[src/rtl/ctc_lane_deskew.sv]
// Multi-lane deskew buffer. Every lane is written into its own circular buffer
// through a shared write pointer. Each lane is read through its own read pointer,
// anchored on that lane's COM symbol, so every output column holds symbols that
// were transmitted together. Also measures skew, flags misalignment, and has a
// registered bypass path.
module ctc_lane_deskew #(
  parameter int unsigned NUM_LANES = 4,
  parameter int unsigned DEPTH     = 8,
  parameter int unsigned ADDR_W    = 3
) (
  input  logic                   clk_in,
  input  logic                   rst_n,
  input  logic                   deskew_enable,
  input  logic [8*NUM_LANES-1:0] data_in,
  input  logic [NUM_LANES-1:0]   kcntl_in,
  input  logic [NUM_LANES-1:0]   lanesync_in,
  output logic [8*NUM_LANES-1:0] deskew_data_out,
  output logic [NUM_LANES-1:0]   deskew_kcntl_out,
  output logic                   deskew_valid,
  output logic                   deskew_aligned,
  output logic                   deskew_error,
  output logic [ADDR_W-1:0]      deskew_skew
);

  localparam logic [7:0]        ComSym  = 8'hBC;
  // Last counter value at which a still-missing lane can be tolerated.
  localparam logic [ADDR_W-1:0] SkewMax = ADDR_W'(DEPTH - 2);

  typedef enum logic [1:0] {StIdle, StHunt, StAligned} state_e;

  state_e                           state_q, state_d;
  logic [ADDR_W-1:0]                wr_ptr_q;
  logic [NUM_LANES-1:0][ADDR_W-1:0] rd_ptr_q, rd_ptr_d;
  logic [NUM_LANES-1:0][ADDR_W-1:0] com_ptr_q, com_ptr_d;
  logic [NUM_LANES-1:0]             com_seen_q, com_seen_d;
  logic [ADDR_W-1:0]                cnt_q, cnt_d;
  logic [ADDR_W-1:0]                skew_q, skew_d;
  logic [8*NUM_LANES-1:0]           data_q, data_d;
  logic [NUM_LANES-1:0]             kcntl_q, kcntl_d;
  logic                             valid_q, valid_d;
  logic                             aligned_q, aligned_d;
  logic                             error_q, error_d;

  logic [8:0]                       mem_q [NUM_LANES][DEPTH];
  logic [NUM_LANES-1:0][8:0]        rd_col;
  logic [NUM_LANES-1:0]             rd_com;
  logic [NUM_LANES-1:0]             in_com;
  logic [NUM_LANES-1:0]             seen_now;
  logic                             sync_all;
  logic                             misalign;

  assign sync_all = &lanesync_in;
  // A read column is consistent only if it holds COM on no lane or on every lane.
  assign misalign = (|rd_com) && !(&rd_com);
  assign seen_now = com_seen_q | in_com;

  // Buffer write: every lane, every cycle, regardless of state.
  always_ff @(posedge clk_in) begin
    for (int n = 0; n < NUM_LANES; n++) begin
      mem_q[n][wr_ptr_q] <= {kcntl_in[n], data_in[8*n +: 8]};
    end
  end

  // Read column at each lane's read pointer, and COM detection on the inputs.
  always_comb begin
    rd_col = '0;
    rd_com = '0;
    in_com = '0;
    for (int n = 0; n < NUM_LANES; n++) begin
      rd_col[n] = mem_q[n][rd_ptr_q[n]];
      rd_com[n] = rd_col[n][8] && (rd_col[n][7:0] == ComSym);
      in_com[n] = kcntl_in[n] && (data_in[8*n +: 8] == ComSym);
    end
  end

  // Next-state logic: hunt for COM on every lane, then track it.
  always_comb begin
    state_d    = state_q;
    rd_ptr_d   = rd_ptr_q;
    com_ptr_d  = com_ptr_q;
    com_seen_d = com_seen_q;
    cnt_d      = cnt_q;
    skew_d     = skew_q;
    error_d    = 1'b0;
    if (!deskew_enable || !sync_all) begin
      state_d    = StIdle;
      com_seen_d = '0;
      cnt_d      = '0;
    end else begin
      unique case (state_q)
        StIdle: begin
          state_d    = StHunt;
          com_seen_d = '0;
          cnt_d      = '0;
        end
        StHunt: begin
          // Only the first COM of each lane marks its anchor.
          for (int n = 0; n < NUM_LANES; n++) begin
            if (in_com[n] && !com_seen_q[n]) com_ptr_d[n] = wr_ptr_q;
          end
          com_seen_d = seen_now;
          if (&seen_now) begin
            for (int n = 0; n < NUM_LANES; n++) rd_ptr_d[n] = com_ptr_d[n];
            skew_d     = cnt_q;
            state_d    = StAligned;
            com_seen_d = '0;
            cnt_d      = '0;
          end else if (|seen_now) begin
            if (cnt_q == SkewMax) begin
              // Any further wait would let the earliest COM be overwritten.
              error_d    = 1'b1;
              com_seen_d = '0;
              cnt_d      = '0;
            end else begin
              cnt_d = cnt_q + 1'b1;
            end
          end
        end
        StAligned: begin
          for (int n = 0; n < NUM_LANES; n++) rd_ptr_d[n] = rd_ptr_q[n] + 1'b1;
          com_seen_d = '0;
          cnt_d      = '0;
          if (misalign) begin
            error_d = 1'b1;
            state_d = StHunt;
          end
        end
        default: state_d = StIdle;
      endcase
    end
  end

  // Output next values: bypass pass-through, or the aligned read column.
  always_comb begin
    data_d    = '0;
    kcntl_d   = '0;
    valid_d   = 1'b0;
    aligned_d = deskew_enable && (state_d == StAligned);
    if (!deskew_enable) begin
      data_d  = data_in;
      kcntl_d = kcntl_in;
      valid_d = sync_all;
    end else begin
      // Valid only while alignment holds across this edge.
      valid_d = (state_q == StAligned) && (state_d == StAligned);
      if (state_q == StAligned) begin
        for (int n = 0; n < NUM_LANES; n++) begin
          data_d[8*n +: 8] = rd_col[n][7:0];
          kcntl_d[n]       = rd_col[n][8];
        end
      end
    end
  end

  // State, pointer, and output registers with synchronous reset.
  always_ff @(posedge clk_in) begin
    if (!rst_n) begin
      state_q    <= StIdle;
      wr_ptr_q   <= '0;
      rd_ptr_q   <= '0;
      com_ptr_q  <= '0;
      com_seen_q <= '0;
      cnt_q      <= '0;
      skew_q     <= '0;
      data_q     <= '0;
      kcntl_q    <= '0;
      valid_q    <= 1'b0;
      aligned_q  <= 1'b0;
      error_q    <= 1'b0;
    end else begin
      state_q    <= state_d;
      wr_ptr_q   <= wr_ptr_q + 1'b1;
      rd_ptr_q   <= rd_ptr_d;
      com_ptr_q  <= com_ptr_d;
      com_seen_q <= com_seen_d;
      cnt_q      <= cnt_d;
      skew_q     <= skew_d;
      data_q     <= data_d;
      kcntl_q    <= kcntl_d;
      valid_q    <= valid_d;
      aligned_q  <= aligned_d;
      error_q    <= error_d;
    end
  end

  assign deskew_data_out  = data_q;
  assign deskew_kcntl_out = kcntl_q;
  assign deskew_valid     = valid_q;
  assign deskew_aligned   = aligned_q;
  assign deskew_error     = error_q;
  assign deskew_skew      = skew_q;

endmodule

[config.mk]
export PLATFORM = sky130hd
export DESIGN_NAME = ctc_lane_deskew
export DESIGN_NICKNAME = d
export VERILOG_FILES = /design/src/rtl/ctc_lane_deskew.sv
export SDC_FILE = /design/constraint.sdc
export NUM_CORES = 1
export LEC_CHECK = 0
export CAP_MARGIN = 5
export CORE_ASPECT_RATIO = 0.5
export CORE_UTILIZATION = 63
export CTS_CLUSTER_SIZE = 20
export DETAILED_ROUTE_END_ITERATION = 8
export PLACE_DENSITY_LB_ADDON = 0.25
export SLEW_MARGIN = 40
export SYNTH_ARGS = -nofsm -noshare
export SYNTH_HDL_FRONTEND = slang
export SYNTH_SLANG_ARGS = --single-unit
[constraint.sdc]
create_clock -name clk_in -period 10.6 [get_ports clk_in]
set_clock_uncertainty 0.15 [all_clocks]
set_input_delay 1.59 -clock clk_in [delete_from_list [all_inputs] [get_ports clk_in]]
set_output_delay 1.59 -clock clk_in [all_outputs]
set_load 0.01 [all_outputs]
---- Yosys cells after proc, flatten, opt, wreduce, memory -nomap -nowiden ----
Memories as Yosys holds them, arrays and structs flattened.
Cells that the tools add are included.
cells by class
  eq/ne operators ......................... 14
  mux-type cells .......................... 42
  reduce and logical (&&, ||, !) cells .... 38
  add/subtract/negate cells ............... 6
  order comparisons ....................... 6
  bitwise logic cells ..................... 8
operators by type and width
  cell                 count
  $bmux 9 s3           4
  $mux 9               9
  $eq 8x8->1 const B   8
  $mux 32              2
  $demux 9 s3          1
  $pmux 12 s2          1
  $mux 3               7
  $ge 4x4->1 const B   5
  $mux 4               5
  $not 3->4            5
  $add 3x1->3 const B  6
  $logic_and 1x1->1    16
  $mux 12              1
  $reduce_and 4->1     3
  $pmux 4 s2           1
  $reduce_or 4->1      2
  $logic_not 1->1      7
  $mux 2               3
  $pmux 2 s3           1
  $pmux 3 s2           1
  $reduce_and 6->1     1
  $mux 1               5
  $eq 2x2->1 const B   2
  $lt 4x1->1 const B   1
  13 further kinds     17
storage, ports and cells
  memory bits (writable) .................. 288
  memories kept ........................... 1
  bits of input ports ..................... 43
  register bits after elaboration ......... 78
memory list
  name   words  width  read ports  clocked after Yosys merged registers in  write ports  line  source
  mem_q  4      72     4           0                                        4            44    logic [8:0] mem_q [NUM_LANES][DEPTH];

---- Longest topological paths before layout ----
  depth in word-level cells ............... 15
  mapped depth ............................ 9

---- Worst setup path after synthesis ----
OpenSTA, ideal clock, no wires.
  kind .................................... input to register
  from .................................... in data_in[9]
  to ...................................... reg valid_q, in the netlist deskew_valid
  required time ........................... 10382 ps
  cell stages on the path ................. 7
  library setup time ...................... 68 ps
  arrival time ............................ 3793 ps
  setup slack ............................. 6589 ps
  cells stage by stage .................... nor3b_1 -> a41oi_1 -> nor4_1 -> o21ai_0 -> a2111o_1 -> a2111o_1 -> o21ai_2
between the ends
  cells in the longest elaborated chain, start to end .. 10
ends and longest elaborated chain
  what                    line  source
  start: declaration      14    input logic [8*NUM_LANES-1:0] data_in,
  $eq 8x8->1              72    in_com[n] = kcntl_in[n] && (data_in[8*n +: 8] == ComSym);
  $logic_and 1x1->1       72
  $or 4x4->4              55    assign seen_now = com_seen_q | in_com;
  $reduce_and 4->1        102   if (&seen_now) begin
  $mux 2                  102
  $pmux 2 s3              90    unique case (state_q)
  $mux 2                  85    if (!deskew_enable || !sync_all) begin
  $eq 2x2->1              145   valid_d = (state_q == StAligned) && (state_d == StAligned);
  $logic_and 1x1->1       145
  $mux 1                  139   if (!deskew_enable) begin
  end signal: assignment  180   valid_q <= valid_d;
  end: declaration        40    logic valid_q, valid_d;
No other way between the ends.
A chain may end at the register's enable or synchronous reset.

---- Worst setup path in the final report ----
  from .................................... in kcntl_in[0]
  to ...................................... reg rd_ptr_q[2] (netlist name)
between the ends
  cells in the longest elaborated chain, start to end .. 5
  elaborated cells on any way between the ends .. 9
  classes of those cells .................. 1 x eq/ne; 3 x mux; 1 x bitwise; 4 x reduce/logical
ends and longest elaborated chain
  what                                                                     line     source
  start: declaration                                                       15       input logic [NUM_LANES-1:0] kcntl_in,
  $logic_and 1x1->1 *                                                      72
  $or 4x4->4 / $logic_and 1x1->1 (equally long branches)                   55, 99
  $reduce_and 4->1 / $mux 3 (equally long branches)                        102, 99
  $ne 2x2->1 (no source line) / $mux 12 (equally long branches)            n/a
  $reduce_and 3->1 (no source line) / $pmux 12 s2 (equally long branches)  n/a
  end signal: assignment                                                   173      rd_ptr_q <= rd_ptr_d;
  end: declaration                                                         33       logic [NUM_LANES-1:0][ADDR_W-1:0] rd_ptr_q, rd_ptr_d;
Every way passes the cells marked *; elsewhere a longest branch is shown, timed or not. The select of a mux whose other input is x is not followed.

==> metrics.yaml <==
slew_headroom: 0.461
chipHeight_um: 108
cts_hold_buf: 0
vdd_drop_max_uv: 113
yosysMostFrequentCell: "edfxtp_1"
pwr-share-clk: 0.394
cts.sinks: 366
via_per_inst: 6.32
dieArea_sq_mm: 0.0233
end_kind: "register"
internal-power_w: 0.00232
grt_pass1_vias: 7845
yosysTopAreaCellShare: 0.607
maxCapViolations: 0
wirelength_um: 29500
max_freq_mhz: 211
wl_per_cell_um: 23.8
hold_depth: 2
hold_violations: 0
wl_met2_um: 13800
place_congestion: 0.864
route.detailed.drc: 0
seq_power_share: 0.557
hold_class: "reg2reg"
clkLatencyLatePin_ns: 0.56
r2r_end: "deskew_valid"
synth.distinct_cells: 49
p_comb_frac: 0.049
first_pass_iters: 5
die_width_um: 215
ys_ff_latch: 366
row_count: 38
synth_ff_type: "edfxtp_1"
area_growth_pct: 15.6
routed.top_layer: "met4"
cts_setup_buffers: 0
coreArea_sq_mm: 0.0219
fill_cells: 1219
io_buffer_count: 84
clkTransAtPathRegs_ns: 0.07
leakage_nw: 5.39
synth-edff-count: 288
rsz0062_at_grt: "no"
worst_slack_ns: 5.86
ys_seq_area_frac: 0.717
synth_area_sq_mm: 0.0142
netSwitchingFraction: 0.204
finalHoldWorstSlack_ns: 0.327
vias: 7818
wl_met3_um: 2270
r2r_cells: 7
synthTopCellsByArea: "edfxtp_1 (61%), dfxtp_1 (11%), mux4_2 (9.5%)"
grt_overflow: 0
worstSetupPathType: "in2reg"
met1_length_um: 12700
grt_max_degree: 37
min_to: "deskew_skew[2]"
fin_crit_sh: 0.447
syn-instance-count: 821
worst_hold_startpoint: "deskew_skew[2]"
cp_max_fo: 16
dp_worst_setup_slack_ns: 5.46
cts_buffers: 30
drv_slew: 0
fin_nets: 966
grtUsageTotal: 0.262
grt_pass1_wl_um: 45400
synth_area_per_cell_sq_um: 17.4
synth_largest_area_cell: "edfxtp_1"
dp_hpwl_um: 16900
antenna_found_initial: 0
cts_resized: 0
start_kind: "input pin"
drtAntennaViolNets: 0
p_per_area_mw_per_mm2: 177
synth-warning-count: 0
cp.required_ns: 10.87
fin_tns_setup_ns: 0
tightest_slew_ns: 0.807
finalSetupViolations: 0
start_util: 0.650
synth_nets: 874
antenna_cells: 0
synthArstFlopShare: 0
io_pins: 85
synth_commonest_cells: "edfxtp_1 (288), nand2_1 (80), dfxtp_1 (78)"
reg2reg_slack_ns: 6.78
cts_root_buffer: "clkbuf_16"
reg2reg_from: "rd_ptr_q[5]"
period_needed_ns: 4.74
crit_arrival_ns: 5.01
cts_tree: "built"
drt_iter0_markers: 868
status: "finished, final reports clean"
clk_path_buf_depth: 3
power_switching_w: 0.000595
ctsHtreeMaxLevel: 1
drive_above_1_share: 0.155
power by group through the flow:
stage	registers [W]	clock network, W	logic [W]
after detailed placement	0.00166	0	0.000142
after floorplan	0.00165	0	0.0000647
after global routing	0.00163	0.00122	0.000153
after CTS	0.00163	0.00116	0.000144
final	0.00163	0.00115	0.000143
after global placement	0.00165	0	0.000138
state kept, by name (all words and copies together) (netlist names), 2 cells and up:
register          count
cnt_q                 3
wr_ptr_q              3
com_ptr_q            12
deskew_data_out      32
mem_q               288
deskew_kcntl_out      4
deskew_skew           3
state_q               2
com_seen_q            4
rd_ptr_q             12
metrics by stage:
step | utilization | power (W) | std cells | instance area, sq um
after floorplan | - | 0.00172 | 821 | 14200
after global placement | 0.704 | 0.00179 | 1181 | 15400
after detailed placement | 0.705 | 0.00180 | 1181 | 15400
after CTS | 0.751 | 0.00293 | 1237 | 16500
after global routing | 0.751 | 0.00300 | 1237 | 16500
final | 0.751 | 0.00292 | 1237 | 16500
per-layer routing:
metal,track usage,vias to the layer above
li1,-,3444
met4,0.0684,0
met3,0.0383,53
met5,0,-
met1,0.385,3980
met2,0.420,341
worst max-delay path by stage:
stage | start | endpoint | slack, ns | cells after the start
CTS | kcntl_in[0] | rd_ptr_q[2] | 5.93 | 8
global route | kcntl_in[0] | rd_ptr_q[2] | 5.67 | 8
finish | kcntl_in[0] | rd_ptr_q[2] | 5.86 | 8
global placement | kcntl_in[0] | deskew_valid | 5.25 | 8
floorplan | data_in[9] | deskew_valid | 6.59 | 7
detailed placement | kcntl_in[0] | rd_ptr_q[11] | 5.46 | 8
final cells by class:
cell class	count	area, sq um	share of cell area
sequential	366	10200	0.620
multi-input combinational	405	3850	0.234
timing repair buffer	102	976	0.0593
clock buffer	36	795	0.0483
tap	300	375	0.0228
clock inverter	20	220	0.0134
inverter	8	30.0	0.00182
critical path, cell delays in order:
cell and delay (ns):
clkdlybuf4s50_1 0.66, nor4bb_1 0.62, a41oi_1 0.34, nor4_2 0.60, nand2b_1 0.25, nand3_1 0.45
o21ai_0 0.37, a21boi_0 0.13
cell families (layout without fill, tap and decap cells):
family	after synthesis	in the layout	synth area share
flops	366	366	0.717
simple gates	164	164	0.0569
mux	121	121	0.149
compound gates	109	109	0.0512
buf+inv	50	166	0.0168
fa+ha+maj	10	10	0.00878
xor+xnor	1	1	0.000615
cells in the final DEF (no fill, tap or decap), types with 3 or more instances in the layout:
master	n
nor2b_1	4
nand2_1	80
o21a_1	3
o211a_1	12
nand4_1	10
mux4_2	60
o221a_2	5
buf_4	18
dfxtp_1	74
clkinv_2	7
ha_1	9
a21boi_0	11
nand3b_1	3
clkinv_1	8
a21oi_1	8
a41oi_1	5
and4b_1	3
clkdlybuf4s50_1	84
edfxtp_1	288
nor3_1	5
mux2i_1	51
dfxtp_2	4
mux4_1	10
o21ai_0	51
nor3b_1	4
o22ai_1	4
bufinv_16	5
or4_1	3
nand3_1	7
inv_1	7
nor2_1	21
clkbuf_16	31
clkbuf_1	5
(Power assumes the default switching activity.)
